$ cat src/rtl/gb_sdram_pkg.sv
// Shared types and default timing for the GameBoy-to-SDRAM front end and its controller.
package gb_sdram_pkg;

  localparam int unsigned TRCD        = 2;
  localparam int unsigned CAS_LATENCY = 2;

  localparam int unsigned SyncDivDef      = 4;
  localparam int unsigned AccessSlotsDef  = 7;
  localparam int unsigned RefreshSlotsDef = 5;
  localparam int unsigned RefreshClksDef  = 1560;
  localparam int unsigned BootSlotsDef    = 2;

  typedef enum logic [2:0] {
    StBoot,
    StIdle,
    StAccess,
    StDone,
    StHold,
    StRefresh
  } state_e;

  // Byte lane strobe for a byte address: even byte in the low lane, odd byte in the high lane.
  function automatic logic [1:0] lane_ds(input logic byte_sel);
    return byte_sel ? 2'b10 : 2'b01;
  endfunction

endpackage

$ cat src/rtl/sdram_sync_gen.sv
// Controller sync strobe divider and periodic refresh interval timer with sticky due flag.
module sdram_sync_gen
  import gb_sdram_pkg::*;
#(
  parameter int unsigned SyncDiv     = SyncDivDef,
  parameter int unsigned RefreshClks = RefreshClksDef
) (
  input  logic clk_i,
  input  logic reset_ni,
  input  logic init_i,
  input  logic refresh_clr_i,
  output logic sync_o,
  output logic refresh_due_o
);

  localparam int unsigned DivW = (SyncDiv > 2) ? $clog2(SyncDiv) : 1;
  localparam int unsigned RefW = $clog2(RefreshClks);

  logic [DivW-1:0] div_q, div_d;
  logic [RefW-1:0] ref_q, ref_d;
  logic            sync_q, sync_d;
  logic            due_q, due_d;
  logic            div_wrap, ref_wrap;

  assign div_wrap = (div_q == DivW'(SyncDiv - 1));
  assign ref_wrap = (ref_q == RefW'(RefreshClks - 1));

  always_comb begin
    div_d  = div_wrap ? '0 : div_q + 1'b1;
    sync_d = div_wrap;
    ref_d  = ref_wrap ? '0 : ref_q + 1'b1;
    // A wrap in the same cycle as a clear must not lose the new request.
    due_d  = ref_wrap | (due_q & ~refresh_clr_i);
    if (init_i) begin
      ref_d = '0;
      due_d = 1'b0;
    end
  end

  always_ff @(posedge clk_i or negedge reset_ni) begin
    if (!reset_ni) begin
      div_q  <= '0;
      ref_q  <= '0;
      sync_q <= 1'b0;
      due_q  <= 1'b0;
    end else begin
      div_q  <= div_d;
      ref_q  <= ref_d;
      sync_q <= sync_d;
      due_q  <= due_d;
    end
  end

  assign sync_o        = sync_q;
  assign refresh_due_o = due_q;

endmodule

$ cat src/rtl/gb_sdram_bridge.sv
// GameBoy CPU byte bus to SDRAM controller word-request bridge with wait-state generation.
module gb_sdram_bridge
  import gb_sdram_pkg::*;
#(
  parameter int unsigned SyncDiv      = SyncDivDef,
  parameter int unsigned AccessSlots  = AccessSlotsDef,
  parameter int unsigned RefreshSlots = RefreshSlotsDef,
  parameter int unsigned RefreshClks  = RefreshClksDef,
  parameter int unsigned BootSlots    = BootSlotsDef
) (
  input  logic        clk_i,
  input  logic        reset_ni,
  input  logic        init_i,
  input  logic [23:0] cpu_addr_i,
  input  logic        cpu_rd_i,
  input  logic        cpu_wr_i,
  input  logic [7:0]  cpu_din_i,
  output logic [7:0]  cpu_dout_o,
  output logic        cpu_wait_o,
  output logic        sd_sync_o,
  output logic [23:0] sd_addr_o,
  output logic [1:0]  sd_ds_o,
  output logic [15:0] sd_din_o,
  output logic        sd_oe_o,
  output logic        sd_we_o,
  output logic        sd_refresh_o,
  input  logic [15:0] sd_dout_i
);

  localparam int unsigned MaxAB    = (AccessSlots > BootSlots) ? AccessSlots : BootSlots;
  localparam int unsigned MaxSlots = (MaxAB > RefreshSlots) ? MaxAB : RefreshSlots;
  localparam int unsigned SlotW    = $clog2(MaxSlots + 1);

  state_e           state_q;
  logic [SlotW-1:0] slot_q;
  logic [23:0]      addr_q;
  logic [1:0]       ds_q;
  logic [15:0]      din_q;
  logic [7:0]       dout_q;
  logic             oe_q, we_q, refresh_q;
  logic             sync, refresh_due, refresh_clr, strobe;

  assign strobe      = cpu_rd_i | cpu_wr_i;
  assign refresh_clr = (state_q == StIdle) && !init_i && !strobe && refresh_due;

  sdram_sync_gen #(
    .SyncDiv    (SyncDiv),
    .RefreshClks(RefreshClks)
  ) u_sync_gen (
    .clk_i        (clk_i),
    .reset_ni     (reset_ni),
    .init_i       (init_i),
    .refresh_clr_i(refresh_clr),
    .sync_o       (sync),
    .refresh_due_o(refresh_due)
  );

  always_ff @(posedge clk_i or negedge reset_ni) begin
    if (!reset_ni) begin
      state_q   <= StBoot;
      slot_q    <= '0;
      addr_q    <= '0;
      ds_q      <= 2'b00;
      din_q     <= '0;
      dout_q    <= '0;
      oe_q      <= 1'b0;
      we_q      <= 1'b0;
      refresh_q <= 1'b0;
    end else if (init_i) begin
      state_q   <= StBoot;
      slot_q    <= '0;
      oe_q      <= 1'b0;
      we_q      <= 1'b0;
      refresh_q <= 1'b0;
    end else begin
      unique case (state_q)
        StBoot: begin
          if (sync) begin
            if (slot_q == SlotW'(BootSlots - 1)) begin
              slot_q  <= '0;
              state_q <= StIdle;
            end else begin
              slot_q <= slot_q + 1'b1;
            end
          end
        end
        StIdle: begin
          if (strobe) begin
            addr_q  <= cpu_addr_i;
            ds_q    <= lane_ds(cpu_addr_i[0]);
            din_q   <= {cpu_din_i, cpu_din_i};
            we_q    <= cpu_wr_i;
            oe_q    <= ~cpu_wr_i;
            slot_q  <= '0;
            state_q <= StAccess;
          end else if (refresh_due) begin
            refresh_q <= 1'b1;
            slot_q    <= '0;
            state_q   <= StRefresh;
          end
        end
        StAccess: begin
          if (sync) begin
            if (slot_q == SlotW'(AccessSlots - 1)) begin
              dout_q  <= addr_q[0] ? sd_dout_i[15:8] : sd_dout_i[7:0];
              oe_q    <= 1'b0;
              we_q    <= 1'b0;
              slot_q  <= '0;
              state_q <= StDone;
            end else begin
              slot_q <= slot_q + 1'b1;
            end
          end
        end
        StDone: state_q <= StHold;
        StHold: begin
          // Only a released strobe or a new address may start another access.
          if (!strobe || (cpu_addr_i != addr_q)) state_q <= StIdle;
        end
        StRefresh: begin
          if (sync) begin
            refresh_q <= 1'b0;
            if (slot_q == SlotW'(RefreshSlots - 1)) begin
              slot_q  <= '0;
              state_q <= StIdle;
            end else begin
              slot_q <= slot_q + 1'b1;
            end
          end
        end
        default: state_q <= StBoot;
      endcase
    end
  end

  assign cpu_wait_o   = strobe && (state_q != StDone) && (state_q != StHold);
  assign cpu_dout_o   = dout_q;
  assign sd_sync_o    = sync;
  assign sd_addr_o    = {1'b0, addr_q[23:1]};
  assign sd_ds_o      = ds_q;
  assign sd_din_o     = din_q;
  assign sd_oe_o      = oe_q;
  assign sd_we_o      = we_q;
  assign sd_refresh_o = refresh_q;

endmodule
$ cat config.mk
export PLATFORM = sky130hd
export DESIGN_NAME = gb_sdram_bridge
export DESIGN_NICKNAME = d
export VERILOG_FILES = /design/src/rtl/gb_sdram_pkg.sv /design/src/rtl/sdram_sync_gen.sv /design/src/rtl/gb_sdram_bridge.sv
export SDC_FILE = /design/constraint.sdc
export NUM_CORES = 1
export LEC_CHECK = 0
export BUFFER_PORTS_ARGS = -buffer_cell sky130_fd_sc_hd__buf_2
export CORE_MARGIN = 5
export CORE_UTILIZATION = 45
export DETAILED_ROUTE_END_ITERATION = 7
export PLACE_DENSITY = 0.82
export SLEW_MARGIN = 0
export SYNTH_ARGS = -nofsm -noshare
export SYNTH_HDL_FRONTEND = slang
export SYNTH_SLANG_ARGS = --single-unit
$ cat constraint.sdc
create_clock -name clk_i -period 4.1 [get_ports clk_i]
set_input_delay 0.205 -clock clk_i [delete_from_list [all_inputs] [get_ports clk_i]]
set_output_delay 0.205 -clock clk_i [all_outputs]
set_load 0.05 [all_outputs]
# After elaboration in Yosys (flattened, before gate mapping)
# Index checks and enable logic that the tools add are counted.
dict set report totals {
  inputBits 53
  output_inout_bits 55
  ff_bits 74
}
dict set report op_classes {
  add_sub_neg 3
  bitwise_logic 6
  n_mux 40
  n_reduce_logical 18
  n_eq_ne 24
}
# operator n
set ops {}
lappend ops {{2-to-1 mux 3 bit} 19}
lappend ops {{inequality test 24 bit} 1}
lappend ops {{2-to-1 mux 11 bit} 2}
lappend ops {{inequality test 3 bit (second input constant)} 7}
lappend ops {{one-hot mux 3 bit (6 select lines)} 1}
lappend ops {{inequality test 3 x 2 -> 1 bit (second input constant)} 5}
lappend ops {{== test 3 bit (second input constant)} 4}
lappend ops {{one-hot mux 3 bit (4 select lines)} 1}
lappend ops {{AND reduction 4 bit} 3}
lappend ops {{adder 11 x 1 -> 11 bit (second input constant)} 1}
lappend ops {{== test 11 bit (second input constant)} 1}
lappend ops {{2-to-1 mux 1 bit} 11}
lappend ops {{2-to-1 mux 8 bit} 1}
lappend ops {{AND reduction 8 bit} 1}
lappend ops {{== test 3 x 1 -> 1 bit (second input constant)} 2}
lappend ops {{== test 3 x 2 -> 1 bit (second input constant)} 2}
lappend ops {{one-hot mux 1 bit (2 select lines)} 3}
lappend ops {{nonzero test 3 bit} 2}
lappend ops {{logical AND 1 bit} 5}
lappend ops {{AND reduction 5 bit} 1}
lappend ops {{nonzero test 5 bit} 1}
lappend ops {{2-to-1 mux 2 bit} 2}
lappend ops {{inequality test 4 x 3 -> 1 bit (second input constant)} 1}
lappend ops {{adder 3 x 1 -> 3 bit (second input constant)} 1}
lappend ops {{other kinds (9)} 13}

# Logic depth before layout (Yosys ltp)
dict set report logic_depth {
  depth_word 8
  ltp_mapped 7
  mapped_depth_nobuf 7
}

# Modules after synthesis
# From an unflattened synthesis, not the netlist that was laid out.
dict set report unflattened {
  hier_cells 300
  area_unflattened_um2 3326.9
}
# module cells_each n_inst area_each_um2
set by_module_without_submodules {}
lappend by_module_without_submodules {gb_sdram_bridge 237 1 2633.8}
lappend by_module_without_submodules {sdram_sync_gen 63 1 693.2}

# Worst setup path after synthesis
# No wires, ideal clock.
dict set report synth_path {
  path_kind {register -> output}
  startpoint {register state_q[0]}
  endpoint {output port cpu_wait_o}
  t_required_ns 3.895
  path_buffers 1
  arrival_time_ns 1.912
  slack_ns 1.983
  stages_incl_launch_ff 4
  path_cell_list {dfrtp_1 clkbuf_1 nor2_1 a221oi_1}
}
dict set report synth_via {
  elab_chain_cells 3
}
# item line
set synth_rtl {}
lappend synth_rtl {{from (decl)} gb_sdram_bridge.sv:34} ;# state_e state_q;
lappend synth_rtl {{from (signal assigned)} gb_sdram_bridge.sv:60} ;# state_q <= StBoot;
lappend synth_rtl {{from (signal assigned)} gb_sdram_bridge.sv:70} ;# state_q <= StBoot;
lappend synth_rtl {{from (signal assigned)} gb_sdram_bridge.sv:81} ;# state_q <= StIdle;
lappend synth_rtl {{inequality test 3 x 2 -> 1 bit} gb_sdram_bridge.sv:136} ;# assign cpu_wait_o = strobe && (state_q != StDone) && (state_q != StHold);
lappend synth_rtl {{logical AND 1 bit} gb_sdram_bridge.sv:136}
lappend synth_rtl {{logical AND 1 bit (*)} gb_sdram_bridge.sv:136}
lappend synth_rtl {{to (decl)} gb_sdram_bridge.sv:19} ;# output logic cpu_wait_o,
# Mark *: on every way between the ends. The rest lies on a longest branch, timed or not.

# Final worst setup path
dict set report layout_path {
  startpoint {register state_q[2]}
  endpoint {output port cpu_wait_o}
}
# Same word-level chain as after synthesis.

==> results.md <==
* Average cell area after synthesis at approximately 11 um^2
* Via count of the first global-routing pass at between 2,000 and 3,000
* Clk root buf: sky130_fd_sc_hd__clkbuf_8
* CP Class: reg2out
* Post-route design area at between 4000 and 5000 um^2
* Final setup margin at just over 2 ns
* Number of antenna violations at the first check in global routing at 0
* Total placed cells including tap cells at approximately 480
* Number of standard cells in the layout, taps in and fillers out at between 400 and 500
* Total routed wirelength at 7.310 mm
* Floorplan die area at 9057 um^2
* Count of flip-flops with a built-in enable after synthesis at 0
* Number of library cell types mapped by synthesis at 48
* Yosys warnings at 0
* CTS tree: yes
* Count of port buffers added during placement at 106
* Commonest cells after routing, fill and taps aside: 106 x sky130_fd_sc_hd__buf_2, 65 x sky130_fd_sc_hd__dfrtp_1, 35 x sky130_fd_sc_hd__mux2_2
* Setup slack at placement at between 2 and 2.5 ns
* Total power density per cell area at 806.5 nW/um^2
* DR vias at between 2,000 and 2,500
* Sequential share of the synthesized area at around 50%
* Clock tree buffer depth at 2
* Count of antenna-violating nets left after detailed routing at 0
* Fraction of synthesis flops using an asynchronous set or reset pin at 100.0%
* Number of H-tree levels at 3
* Residual DRC at 0
* Setup TNS at 0 ns
* Fraction of final layout cells sized beyond drive strength 1 at 41.73%
* Clk_lat worst skew at 0.34 ns
* Uppermost metal layer occupied by signal nets: met4
* Unrepaired setup endpoints after global routing: false
* Total I/O pin count at 108
* Die boundary height at 95.17 um
* Number of cells upsized or downsized after cts at 0
* Crit end category: output port
* Post-synthesis register bit count at 65
* Number of max-capacitance violations reported at 0
* Overall track demand over capacity in global routing at between 15 and 20%
* Most frequent standard cell in the layout excluding fill and tap cells: sky130_fd_sc_hd__buf_2
* Starting density of the core at between 40% and 50%
* Number of buffers added by the clock tree synthesis step at 9
* Combined area of all synthesized cells at between 3000 and 4000 um^2
* Number of detailed-routing iterations run before antenna repair at 4
* Static leakage power at about 2.0 nW
* Cell with the largest stage delay on the worst path: sky130_fd_sc_hd__dfrtp_1
* Actual slew at the worst max-slew pin at 0.7203 ns
* Detailed route wirelength on metal3 at ~570 um
* Data required time at the worst endpoint at between 3 and 4 ns
* Final period demand of the worst path at about 2.1 ns
* Hold Fails Final Rpt at 0
* Die outline width at between 90 and 100 um
* Via-per-instance ratio at approximately 5.0
* Final worst-path cycle share at between 50% and 60%
* Final Power at 3.265 mW
* Total of endpoints with negative setup slack in the final report at 0
* Status: finished clean
* Number of antenna diodes at 0
* Max incr delay on CP at roughly 0.50 ns
* Worst path cell trace: nand2b_1, inv_1, a221oi_1, buf_2
* Fill cell count at between 500 and 600
* Achievable frequency at 0.4809 GHz
* Arrival time worst endpoint at around 1.9 ns
* Gp weighted congestion at between 0.8 and 0.9
* Peak ir drop on the vdd network at 540.3 uV
* Placed cell areas at 3811 um^2
* Mapped Cells at 288
* Worst-case clock skew at ~0.006 ns
* Dominant register cell in the synthesized netlist: sky130_fd_sc_hd__dfrtp_1
* Total number of placement rows at 31
* Wire length the detailed router placed on met1 at between 2 and 3 mm
* Startpoint class of the critical path: flop
* Count of clock tree sinks at between 60 and 70
* Maximum fanout count along the critical path at 11
* Area of the placeable core at slightly above 7000 um^2
* Path category of the worst min-delay check: in2reg
* Max-slew violations at 0
* Maximum number of pins on one net before global-route repair at 35
* Avg WL per Cell at about 15 um
* Headroom to the max-slew limit at just over 50%
* DP Wirelength at ~5.4 mm
* Synthesized net count at between 300 and 400
* Met2 wire length at 3.786 mm
* Number of design-rule violations left by the first detailed-router iteration at 55
* Overflow left after global routing at 0
* Clock transition at the registers of the reported paths at 0.07 ns
* Net count, final at around 450
* Global-route wire length before repair at 12.23 mm
* Relative area change from synthesis to final layout at 24.03%
==> cells in the mapped netlist (2+ instances only) <==
cell / instances / area, um^2
sky130_fd_sc_hd__or4b_1: 2 / 20.02
sky130_fd_sc_hd__a2111oi_0: 3 / 26.28
sky130_fd_sc_hd__nor2_1: 25 / 93.84
sky130_fd_sc_hd__nand2b_1: 4 / 25.02
sky130_fd_sc_hd__nor4_1: 3 / 18.77
sky130_fd_sc_hd__o21ai_0: 6 / 30.03
sky130_fd_sc_hd__nand2_1: 13 / 48.80
sky130_fd_sc_hd__nand4_1: 7 / 43.79
sky130_fd_sc_hd__dfrtp_1: 65 / 1627
sky130_fd_sc_hd__nor4b_1: 2 / 17.52
sky130_fd_sc_hd__clkbuf_1: 4 / 15.01
sky130_fd_sc_hd__nor3_1: 3 / 15.01
sky130_fd_sc_hd__ha_1: 6 / 75.07
sky130_fd_sc_hd__buf_2: 5 / 25.02
sky130_fd_sc_hd__nand3_1: 3 / 15.01
sky130_fd_sc_hd__xnor2_1: 14 / 122.6
sky130_fd_sc_hd__a21oi_1: 14 / 70.07
sky130_fd_sc_hd__mux2i_1: 9 / 90.09
sky130_fd_sc_hd__mux2_2: 35 / 394.1
sky130_fd_sc_hd__or3_1: 2 / 12.51
sky130_fd_sc_hd__xor2_1: 17 / 148.9
sky130_fd_sc_hd__buf_4: 11 / 82.58
sky130_fd_sc_hd__a31oi_1: 2 / 12.51
sky130_fd_sc_hd__and3_1: 2 / 12.51
sky130_fd_sc_hd__inv_1: 7 / 26.28
sky130_fd_sc_hd__o21bai_1: 2 / 15.01
==> area by class of cell <==
class                           instances  area [um^2]  area share, %
Clock buffer                           10        137.6          3.399
Inverter                                7        26.28         0.6489
Multi-Input combinational cell        196         1489          36.77
Sequential cell                        65         1627          40.17
Tap cell                               99        123.9          3.059
Timing Repair Buffer                  109        555.5          13.72
Clock inverter                          6        90.09          2.225
==> repair_timing <==
action / 4_1_cts / 5_1_grt
hold buffers: 1 / 0
buffers inserted: 0 / 0
hold endpoints to repair: 31 / 0
==> sequential cells by signal, indices dropped and copies added, names as in the netlist <==
signal                    count
sd_din_o                      8
sd_ds_o                       1
u_sync_gen.refresh_due_o      1
addr_q                       24
sd_we_o                       1
state_q                       3
cpu_dout_o                    8
u_sync_gen.ref_q             11
u_sync_gen.sync_o             1
sd_oe_o                       1
sd_refresh_o                  1
slot_q                        3
u_sync_gen.div_q              2
==> routing by layer <==
metal / vias to the layer above / global-route usage (%)
li1: 1207 / -
met1: 1186 / 20.39
met5: - / 0
met2: 80 / 29.27
met4: 0 / 6.130
met3: 8 / 6.709
==> worst max-delay path, delay by kind of cell, from the launching register on <==
family	cells	cell delay [ns]
AO/OA/AOI/OAI	1	0.36
AND/OR/NAND/NOR	1	0.25
flip-flops	1	0.50
buffers and inverters	2	0.41
==> final timing paths <==
path	start	endpoint	slack, ns	cells after the start
worst min-delay path	cpu_din_i[4]	sd_din_o[12]	0.09	2
worst max register to register	slot_q[0]	slot_q[2]	2.13	6
worst min register to register	u_sync_gen.div_q[0]	u_sync_gen.div_q[0]	0.43	1
max in group asynchronous	reset_ni	addr_q[11]	2.73	3
worst max-delay path	state_q[2]	cpu_wait_o	2.02	4
min in group asynchronous	reset_ni	sd_din_o[12]	0.45	2
==> report_power, final <==
group / total, mW / switching, mW / leakage (nW) / internal, mW
clock network: 0.624 / 0.263 / 0.113 / 0.361
logic: 1.61 / 1.12 / 1.02 / 0.488
registers: 1.04 / 0.199 / 0.820 / 0.837
total: 3.27 / 1.58 / 1.96 / 1.69
==> logic make-up (layout without fill, tap and decap cells) <==
group	Yosys count	after routing	share of synthesized area, %
AND/OR/NAND/NOR	75	75	12.23
flip-flops	65	65	49.83
multiplexers	44	44	14.83
AO/OA/AOI/OAI	39	39	7.820
XOR/XNOR	31	31	8.317
buffers and inverters	27	132	4.561
adder cells (fa/ha/maj)	6	6	2.300
other	1	1	0.1149
==> metrics by stage <==
step                utilization [%]  hold slack, ns
floorplan                         -        -0.09059
global placement              53.11          0.2987
detailed placement            53.11          0.3063
CTS                           56.43         0.07680
global route                  56.43         0.07505
finish                        56.43         0.09055
(Power assumes the default switching activity.)
